==> src/rtl/channel_err_injector_pkg.sv <==
// Shared definitions for the channel error injector: injection modes and LFSR constants.
package chan_inj_pkg;

   typedef enum logic [1:0] {
      INJ_OFF      = 2'd0,
      INJ_PERIODIC = 2'd1,
      INJ_BURST    = 2'd2,
      INJ_RANDOM   = 2'd3
   } inj_mode_e;

   // Feedback taps for x^16+x^14+x^13+x^11+1, bit n of the mask is register stage n+1.
   localparam logic [15:0] LFSR_TAPS         = 16'hB400;
   localparam logic [15:0] LFSR_SEED_DEFAULT = 16'hACE1;

endpackage

==> src/rtl/channel_err_injector_if.sv <==
// Symbol stream into and out of the error injector; master drives symbols, slave returns the channel view.
interface channel_err_injector_if #(
   parameter int SYM_W = 2
);
   logic             valid_i;
   logic [SYM_W-1:0] sym_i;
   logic             valid_o;
   logic [SYM_W-1:0] sym_o;
   logic             err_o;

   modport master (output valid_i, sym_i, input valid_o, sym_o, err_o);
   modport slave  (input valid_i, sym_i, output valid_o, sym_o, err_o);
endinterface

==> src/rtl/channel_err_injector_lfsr16.sv <==
// 16-bit Fibonacci LFSR, shifting toward the MSB; load wins over advance.
module lfsr16
   import chan_inj_pkg::*;
#(
   parameter logic [15:0] SEED = LFSR_SEED_DEFAULT
) (
   input  logic        clk,
   input  logic        rst,
   input  logic        adv,
   input  logic        load,
   output logic [15:0] q
);

   always_ff @(posedge clk or negedge rst) begin
      if (!rst) begin
         q <= SEED;
      end else if (load) begin
         q <= SEED;
      end else if (adv) begin
         q <= {q[14:0], ^(q & LFSR_TAPS)};
      end
   end

endmodule

==> src/rtl/channel_err_injector.sv <==
// Channel error injector: flips err_mask_i bits on selected symbols and keeps saturating statistics.
module channel_err_injector
   import chan_inj_pkg::*;
#(
   parameter int          SYM_W     = 2,
   parameter int          CNT_W     = 32,
   parameter logic [15:0] LFSR_SEED = 16'hACE1
) (
   input  logic                   clk,
   input  logic                   rst,
   channel_err_injector_if.slave  ch,
   input  logic [1:0]             mode_i,
   input  logic [3:0]             period_log2_i,
   input  logic [7:0]             burst_len_i,
   input  logic [SYM_W-1:0]       err_mask_i,
   input  logic [15:0]            threshold_i,
   input  logic [CNT_W-1:0]       window_i,
   input  logic                   clear_i,
   output logic [CNT_W-1:0]       sym_ct_o,
   output logic [CNT_W-1:0]       inj_ct_o,
   output logic [CNT_W-1:0]       bad_bit_ct_o
);

   localparam logic [CNT_W-1:0] CNT_MAX = '1;

   logic [15:0]      lfsr_q;
   logic [15:0]      k_lo;
   logic [15:0]      k_mod;
   logic [15:0]      period_mask;
   logic [16:0]      period;
   logic             take;
   logic             eligible;
   logic             mode_hit;
   logic             inj;
   logic [CNT_W-1:0] pop;
   logic [CNT_W:0]   bad_sum;

   lfsr16 #(.SEED(LFSR_SEED)) u_lfsr (
      .clk  (clk),
      .rst  (rst),
      .adv  (take),
      .load (clear_i),
      .q    (lfsr_q)
   );

   // The current symbol index is the pre-increment sym_ct, saturated value included.
   always_comb begin
      k_lo        = 16'(sym_ct_o);
      period      = 17'd1 << period_log2_i;
      period_mask = 16'(period - 17'd1);
      k_mod       = k_lo & period_mask;
      take        = ch.valid_i && !clear_i;
      eligible    = (window_i == '0) || (sym_ct_o < window_i);

      mode_hit = 1'b0;
      case (inj_mode_e'(mode_i))
         INJ_OFF:      mode_hit = 1'b0;
         INJ_PERIODIC: mode_hit = (k_mod == period_mask);
         // k mod 2^P >= 2^P - B, rearranged to avoid a negative threshold when B > 2^P
         INJ_BURST:    mode_hit = (burst_len_i != 8'd0) &&
                                  (({1'b0, k_mod} + 17'(burst_len_i)) >= period);
         INJ_RANDOM:   mode_hit = (lfsr_q < threshold_i);
         default:      mode_hit = 1'b0;
      endcase

      inj = take && eligible && mode_hit;

      pop = '0;
      for (int i = 0; i < SYM_W; i++) begin
         pop = pop + CNT_W'(err_mask_i[i]);
      end
      bad_sum = {1'b0, bad_bit_ct_o} + {1'b0, pop};
   end

   always_ff @(posedge clk or negedge rst) begin
      if (!rst) begin
         ch.valid_o   <= 1'b0;
         ch.sym_o     <= '0;
         ch.err_o     <= 1'b0;
         sym_ct_o     <= '0;
         inj_ct_o     <= '0;
         bad_bit_ct_o <= '0;
      end else begin
         ch.valid_o <= ch.valid_i;
         ch.err_o   <= inj;
         if (ch.valid_i) begin
            ch.sym_o <= ch.sym_i ^ (inj ? err_mask_i : '0);
         end

         if (clear_i) begin
            sym_ct_o     <= '0;
            inj_ct_o     <= '0;
            bad_bit_ct_o <= '0;
         end else if (take) begin
            if (sym_ct_o != CNT_MAX) begin
               sym_ct_o <= sym_ct_o + 1'b1;
            end
            if (inj) begin
               if (inj_ct_o != CNT_MAX) begin
                  inj_ct_o <= inj_ct_o + 1'b1;
               end
               bad_bit_ct_o <= bad_sum[CNT_W] ? CNT_MAX : bad_sum[CNT_W-1:0];
            end
         end
      end
   end

endmodule

==> src/flat_wrapper.sv <==
// flat-port wrapper written by rule: the top's interface ports become plain ports
module channel_err_injector_flat import chan_inj_pkg::*;
#(
   parameter int          SYM_W     = 2,
   parameter int          CNT_W     = 32,
   parameter logic [15:0] LFSR_SEED = 16'hACE1
)
  (clk, rst, mode_i, period_log2_i, burst_len_i, err_mask_i, threshold_i, window_i, clear_i, sym_ct_o, inj_ct_o, bad_bit_ct_o, ch_valid_i, ch_sym_i, ch_valid_o, ch_sym_o, ch_err_o);
  channel_err_injector_if #(.SYM_W(SYM_W)) ch_i ();
  input  logic clk;
  input  logic rst;
  input  logic [1:0] mode_i;
  input  logic [3:0] period_log2_i;
  input  logic [7:0] burst_len_i;
  input  logic [SYM_W-1:0] err_mask_i;
  input  logic [15:0] threshold_i;
  input  logic [CNT_W-1:0] window_i;
  input  logic clear_i;
  output logic [CNT_W-1:0] sym_ct_o;
  output logic [CNT_W-1:0] inj_ct_o;
  output logic [CNT_W-1:0] bad_bit_ct_o;
  input wire logic [$bits(ch_i.valid_i)-1:0] ch_valid_i;
  input wire logic [$bits(ch_i.sym_i)-1:0] ch_sym_i;
  output wire logic [$bits(ch_i.valid_o)-1:0] ch_valid_o;
  output wire logic [$bits(ch_i.sym_o)-1:0] ch_sym_o;
  output wire logic [$bits(ch_i.err_o)-1:0] ch_err_o;
  assign ch_i.valid_i = ch_valid_i;
  assign ch_i.sym_i = ch_sym_i;
  assign ch_valid_o = ch_i.valid_o;
  assign ch_sym_o = ch_i.sym_o;
  assign ch_err_o = ch_i.err_o;
  channel_err_injector #(.SYM_W(SYM_W), .CNT_W(CNT_W), .LFSR_SEED(LFSR_SEED)) u_core (.clk(clk), .rst(rst), .ch(ch_i), .mode_i(mode_i), .period_log2_i(period_log2_i), .burst_len_i(burst_len_i), .err_mask_i(err_mask_i), .threshold_i(threshold_i), .window_i(window_i), .clear_i(clear_i), .sym_ct_o(sym_ct_o), .inj_ct_o(inj_ct_o), .bad_bit_ct_o(bad_bit_ct_o));
endmodule
==> config.mk <==
export PLATFORM = sky130hd
export DESIGN_NAME = channel_err_injector_flat
export DESIGN_NICKNAME = d
export VERILOG_FILES = /design/src/rtl/channel_err_injector_pkg.sv /design/src/rtl/channel_err_injector_if.sv /design/src/rtl/channel_err_injector_lfsr16.sv /design/src/rtl/channel_err_injector.sv /design/src/flat_wrapper.sv
export SDC_FILE = /design/constraint.sdc
export NUM_CORES = 1
export LEC_CHECK = 0
export CAP_MARGIN = 20
export CORE_UTILIZATION = 50
export CTS_CLUSTER_DIAMETER = 200
export CTS_CLUSTER_SIZE = 20
export DETAILED_ROUTE_END_ITERATION = 8
export GPL_ROUTABILITY_DRIVEN = 0
export PLACE_DENSITY = 0.77
export SLEW_MARGIN = 5
export SYNTH_ARGS = -nofsm -noshare
export SYNTH_HDL_FRONTEND = slang
export SYNTH_SLANG_ARGS = --single-unit
==> constraint.sdc <==
create_clock -name clk -period 5.9 [get_ports clk]
set_clock_uncertainty 0.05 [all_clocks]
set_input_delay 0.59 -clock clk [delete_from_list [all_inputs] [get_ports clk]]
set_output_delay 0.59 -clock clk [all_outputs]
set_load 0.005 [all_outputs]
**Word level (Yosys, flattened, before mapping)**

Cells that the tools add are included.

- Add/sub/neg operators: 6
- Magnitude comparators: 3
- Equal/unequal tests: 6
- Shift operators: 1
- Mux-type cells: 15
- Bitwise logic cells: 2
- Reductions and logical operators: 17

Operators by type and width:

| operator | count |
|---|---|
| 32-bit two-way mux | 11 |
| 32-bit by 1-bit adder with 32-bit output (second input constant) | 2 |
| 32-bit inequality test (second input constant) | 2 |
| 32-bit by 32-bit adder with 33-bit output | 1 |
| 32-bit zero test | 1 |
| 32-bit less-than comparator | 1 |
| 16-bit two-way mux | 2 |
| 16-bit by 8-bit adder with 17-bit output | 1 |
| 17-bit >= comparator | 1 |
| 1-bit by 4-bit left shift with 17-bit output (first input constant) | 1 |
| 16-bit bitwise AND | 1 |
| 16-bit == test | 1 |
| 16-bit less-than comparator | 1 |
| 16-bit XOR reduction | 1 |
| 16-bit by 1-bit subtractor with 16-bit output (second input constant) | 1 |
| 2-bit nonzero test | 4 |
| 8-bit nonzero test | 1 |
| 2-bit == test (second input constant) | 2 |
| 1-bit logical AND | 4 |
| 1-bit one-hot mux with 4 select lines | 1 |
| 2-bit AND reduction | 2 |
| 3-bit AND reduction | 1 |
| 1-bit by 1-bit adder with 2-bit output | 1 |
| 2-bit by 1-bit == test with 1-bit output (second input constant) | 1 |
| other kinds (5) | 5 |

- Register bits after elaboration: 116
- Input port bits: 70
- Output and inout port bits: 100
- Word-level logic and storage cells: 57

**Logic depth before layout (Yosys ltp)**

- Depth after elaboration: 11
- Depth in mapped cells: 30

**Modules after synthesis**

From an unflattened synthesis, not the netlist that was laid out.

- Cell total of the unflattened synthesis: 1,034
- Area total of the unflattened synthesis: 8,764.7 um^2

By module, submodules not included:

| module | times used | cells an instance | area each (um^2) | seq. area each (um^2) |
|---|---|---|---|---|
| channel_err_injector | 1 | 979 | 8,060.2 | 2,502.4 |
| lfsr16 | 1 | 55 | 704.4 | 410.4 |

**Worst setup path before layout**

No wires, ideal clock.

- Kind: input -> register
- Start point: input port period_log2_i[0]
- End point: register u_core.bad_bit_ct_o[2]
- Arrival time: 5,894 ps
- Required time: 5,728 ps
- Path slack: -166 ps
- Stages: 29
- Buffers on the path: 5
- Path through: buf_4 -> clkbuf_1 -> nor2b_1 -> nand2_1 -> ha_1 -> buf_2 -> nor4b_1 -> o21ai_0 -> a21boi_0 -> ha_1 -> nand3_1 -> o211ai_1 -> o41ai_2 -> inv_1 -> a21oi_1 -> nor4_1 -> and4_1 -> xor2_1 -> ha_1 -> a21o_1 -> a21oi_1 -> o21ai_0 -> or4_1 -> o21bai_1 -> nand3_1 -> buf_4 -> buf_2 -> nor4_1 -> a2111oi_1

- Word-level cells in the longest chain between the ends: 10
- Elaborated cells between the ends (all ways): 11
- Those cells by class: add/sub (2); order compare (1); eq/ne (1); shift (1); mux (1); bitwise (1); reduce/logical (4)

RTL lines:

| item | line | source |
|---|---|---|
| start, declared | flat_wrapper.sv:13 | `input logic [3:0] period_log2_i;` |
| 1-bit by 4-bit left shift with 17-bit output (*) | channel_err_injector.sv:49 | `period = 17'd1 << period_log2_i;` |
| 16-bit by 1-bit subtractor with 16-bit output | channel_err_injector.sv:50 | `period_mask = 16'(period - 17'd1);` |
| 16-bit bitwise AND | channel_err_injector.sv:51 | `k_mod = k_lo & period_mask;` |
| 16-bit by 8-bit adder with 17-bit output | channel_err_injector.sv:61 | `(({1'b0, k_mod} + 17'(burst_len_i)) >= period);` |
| 17-bit >= comparator | channel_err_injector.sv:61 |  |
| 1-bit logical AND | channel_err_injector.sv:60 | `INJ_BURST: mode_hit = (burst_len_i != 8'd0) &&` |
| 1-bit one-hot mux with 4 select lines (*) | channel_err_injector.sv:56 | `case (inj_mode_e'(mode_i))` |
| 1-bit logical AND (*) | channel_err_injector.sv:66 | `inj = take && eligible && mode_hit;` |
| 2-bit nonzero test (no line) (*) | n/a |  |
| 2-bit AND reduction (no line) (*) | n/a |  |
| end signal, assigned | channel_err_injector.sv:102 | `bad_bit_ct_o <= bad_sum[CNT_W] ? CNT_MAX : bad_sum[CNT_W-1:0];` |
| end, declared | channel_err_injector.sv:21 | `output logic [CNT_W-1:0] bad_bit_ct_o` |

Mark *: on every way between the ends. The rest lies on a longest branch, timed or not.
A chain may end at the register's enable or synchronous reset.

**Worst setup path in the final report**

- Start point: input port period_log2_i[3]
- End point: register u_core.inj_ct_o[20]

- Word-level cells in the longest chain between the ends: 10
- Elaborated cells between the ends (all ways): 11
- Those cells by class: add/sub (2); order compare (1); eq/ne (1); shift (1); mux (1); bitwise (1); reduce/logical (4)

RTL lines:

| item | line | source |
|---|---|---|
| 1-bit by 4-bit left shift with 17-bit output (*) | channel_err_injector.sv:49 |  |
| 16-bit by 1-bit subtractor with 16-bit output | channel_err_injector.sv:50 |  |
| 16-bit bitwise AND | channel_err_injector.sv:51 |  |
| 16-bit by 8-bit adder with 17-bit output | channel_err_injector.sv:61 |  |
| 17-bit >= comparator | channel_err_injector.sv:61 |  |
| 1-bit logical AND | channel_err_injector.sv:60 |  |
| 1-bit one-hot mux with 4 select lines (*) | channel_err_injector.sv:56 |  |
| 1-bit logical AND (*) | channel_err_injector.sv:66 |  |
| 2-bit nonzero test (no line) (*) | n/a |  |
| 3-bit AND reduction (no line) (*) | n/a |  |
| end signal, assigned | channel_err_injector.sv:100 | `inj_ct_o <= inj_ct_o + 1'b1;` |
| end, declared | channel_err_injector.sv:20 | `output logic [CNT_W-1:0] inj_ct_o,` |

Marks and branches as above.

==> impl_metrics.ini <==
[yosys]
synthesis.nets = 1179
ys_warn_count = 0
synth_ff_type = dfrtp_1
synth_enable_flop_cells = 0
synth_seq_area_share_pct = 33.30
synth_top_family_by_area = simple AND/OR/NAND/NOR gates
synth_area_mm2 = 0.008746
ys_types = 85
synth-adder-area-share_pct = 10.90
synth.area.top_cells = dfrtp_1 31%, ha_1 10%, nor2_1 4.2%
synthXorXnorAreaFrac_pct = 4.506
ys_async_sr_fraction_pct = 100.0
synthMuxAreaShare_pct = 2.575
synth-compound-area-share_pct = 16.92
syn-instance-count = 1034
ys_seq_elements = 116
yosys.area.top_type = dfrtp_1
syn_avg_cell_area_um2 = 8.458
yosys.area_share.simple_pct = 25.81
synth_top_area_share_pct = 30.90

[critical_path]
start_kind = input pin
cp-endpoint = u_core.inj_ct_o[20]
worstPathMaxFanout = 28
cpMostUsedCell = a21o_1
reg2regPathDepth = 20
end_kind = register
required_ps = 6200
r2r_start = u_core.sym_ct_o[0]
ff2ff_setup_slack_ps = 1070
r2r-end = u_core.inj_ct_o[10]
critPathKind = in -> reg
cp_slowest_cell = clkdlybuf4s50_1
worstPathArrival_ps = 5870
critPathLaunch = period_log2_i[3]
cp_slowest_stage_delay_ps = 480

[job]
maxCapViolations = 0

[final_layout]
layout_common_cells = 167 x clkdlybuf4s50_1, 108 x dfrtp_1, 98 x nor2_1
ff_latch_area_mm2 = 0.002913
multi_input_area_mm2 = 0.005389
layout_commonest_cell = clkdlybuf4s50_1
fin_area_mm2 = 0.01166
drive_above_1_share_pct = 10.93
fin_util_pct = 69.31
final_nets = 1376
n_fill_cell = 1377
areaGrowthSynthToFinish_pct = 33.28
diodes = 0

[grt]
grt_max_degree = 74
grt_pass1_wl_um = 41700
overflow = 0
track_usage_pct = 28.86
grt_pass1_vias = 8299
antenna_found_initial = 0

[die]
core_area_mm2 = 0.01682
io_pins = 170
floorplan.initialDensity_pct = 52.00
fp.dieW_um = 134.3
die_area_mm2 = 0.01802
die_h_um = 134.3
num_rows = 47

[routing]
drtPass1Iterations = 5
routed.top_layer = met4
via_count = 8810
routed_wl_um = 25920
avgViaCountPerCell = 6.018
wl_per_cell_um = 17.71
drc_errors = 0
wl_met2_um = 12380
wl_met3_um = 1856
dr.first_iter.drc_count = 820
wl_met1_um = 11440
ant_nets = 0

[clocking]
ctsLongestPathBuffers = 2
clockRootBuffer = clkbuf_16
cts.reportedPaths.clkPinSlew_ps = 60
cts_buffers = 17
clk_latency_ps = 420
cts_tree = yes
postCtsHoldBufs = 0
cts.sinks = 116
htree_levels = 4

[timing]
timing.fmax_mhz = 179.5
setup_viol = 0
slew_headroom_pct = 26.93
hold_viol = 0
finalWorstSetupSlack_ps = 328.9
fin_crit_ps = 5571
rsz0062_at_grt = yes
period_share_pct = 94.43
slew_violations = 0
tns_ps = 0
worstMarginPinSlew_ps = 1092

[placed_design]
place_area_mm2 = 0.01090
hpwlAfterDp_um = 18550
place_ws_ps = -238.1
port_buffers = 169

[pwr]
internal-power_mw = 1.677
combPwrFrac_pct = 13.4
max-vdd-ir-drop_uv = 238.5
power_density_mw_per_mm2 = 193.4
switching_share_pct = 25.62
power_switching_mw = 0.5776
clkPwrFrac_pct = 50.0
p_leak_nw = 5.109
seqPwrFrac_pct = 36.6

[hold_path]
hold_class = in -> async

[outcome]
outcome = complete, no violations
[synthesized netlist by cell type, drive strengths merged (5+ instances only)]
library cell,n
a31oi,16
or3,22
o21a,6
a21oi,65
o21ai,46
dfrtp,108
nand4,42
nand2,68
and3,28
nor4,19
nand3,47
o211ai,9
ha,73
and4,5
mux2i,18
and2,13
nor2,101
a311oi,5
a41oi,6
nor2b,15
a2111oi,5
xnor2,19
nand2b,5
a31o,5
buf,20
dfstp,8
a21o,13
a211oi,6
o41ai,6
o31ai,6
nor3,37
xor2,26
inv,76
clkbuf,27
[through the flow]
step	power, mW	instances	hold slack [ps]
after floorplan	0.9894	1034	244.4
after global placement	1.124	1429	457.7
after detailed placement	1.130	1429	475.8
after CTS	2.257	1461	239.6
after global routing	2.330	1464	287.2
final	2.255	1464	219.3
[state kept, by name (all words and copies together), names as in the netlist]
signal               count
u_core.u_lfsr.q         16
u_core.inj_ct_o         32
u_core.ch.err_o          1
u_core.bad_bit_ct_o     32
u_core.ch.valid_o        1
u_core.ch.sym_o          2
u_core.sym_ct_o         32
[power groups by stage]
| stage | Combinational (mW) | Clock, mW | Sequential [mW] |
|---|---|---|---|
| after floorplan | 0.152 | 0 | 0.837 |
| after global routing | 0.334 | 1.17 | 0.826 |
| after global placement | 0.286 | 0 | 0.838 |
| after CTS | 0.294 | 1.14 | 0.825 |
| final | 0.302 | 1.13 | 0.825 |
| after detailed placement | 0.292 | 0 | 0.838 |
[kinds of logic after synthesis]
kind of cell / Yosys count
AO/OA/AOI/OAI: 224
XOR/XNOR: 45
adder cells (fa/ha/maj): 75
buffers and inverters: 125
flip-flops: 116
multiplexers: 22
AND/OR/NAND/NOR: 427
[cell type report]
type / instances / share of cell area, %
well taps: 220 / 2.362
flip-flops and latches: 116 / 24.99
repair buffers: 225 / 18.33
clock buffers: 18 / 3.768
inverters: 78 / 2.598
clock inverters: 14 / 1.717
multi-input cells: 793 / 46.23
[routing by layer]
layer / track usage, % / vias to the layer above
met1: 39.48 / 4237
met5: 0 / -
met2: 47.27 / 364
li1: - / 4187
met4: 5.243 / 0
met3: 6.236 / 22
[worst min path at each step]
| stage | slack (ps) | startpoint | to |
|---|---|---|---|
| 4_1_cts | 240 | rst | u_core.inj_ct_o[5] |
| 3_5_place_dp | 480 | u_core.u_lfsr.q[14] | u_core.u_lfsr.q[15] |
| 2_1_floorplan | 240 | rst | u_core.bad_bit_ct_o[0] |
| 3_3_place_gp | 460 | u_core.ch.sym_o[0] | u_core.ch.sym_o[0] |
| 5_1_grt | 290 | rst | u_core.inj_ct_o[16] |
| 6_report | 220 | rst | u_core.inj_ct_o[5] |
[critical path: cells and delay by family]
kind                     cells  cell delay [ps]
adder cells (fa/ha/maj)      3              810
AND/OR/NAND/NOR              7             1570
AO/OA/AOI/OAI               11             1730
XOR/XNOR                     1              170
buffers and inverters        5             1000
[timing repair]
action,CTS,global route
buffers inserted,0,2
gates resized for setup,0,22
setup endpoints to repair,0,67
Note: power is estimated with default switching activity, not from simulation.
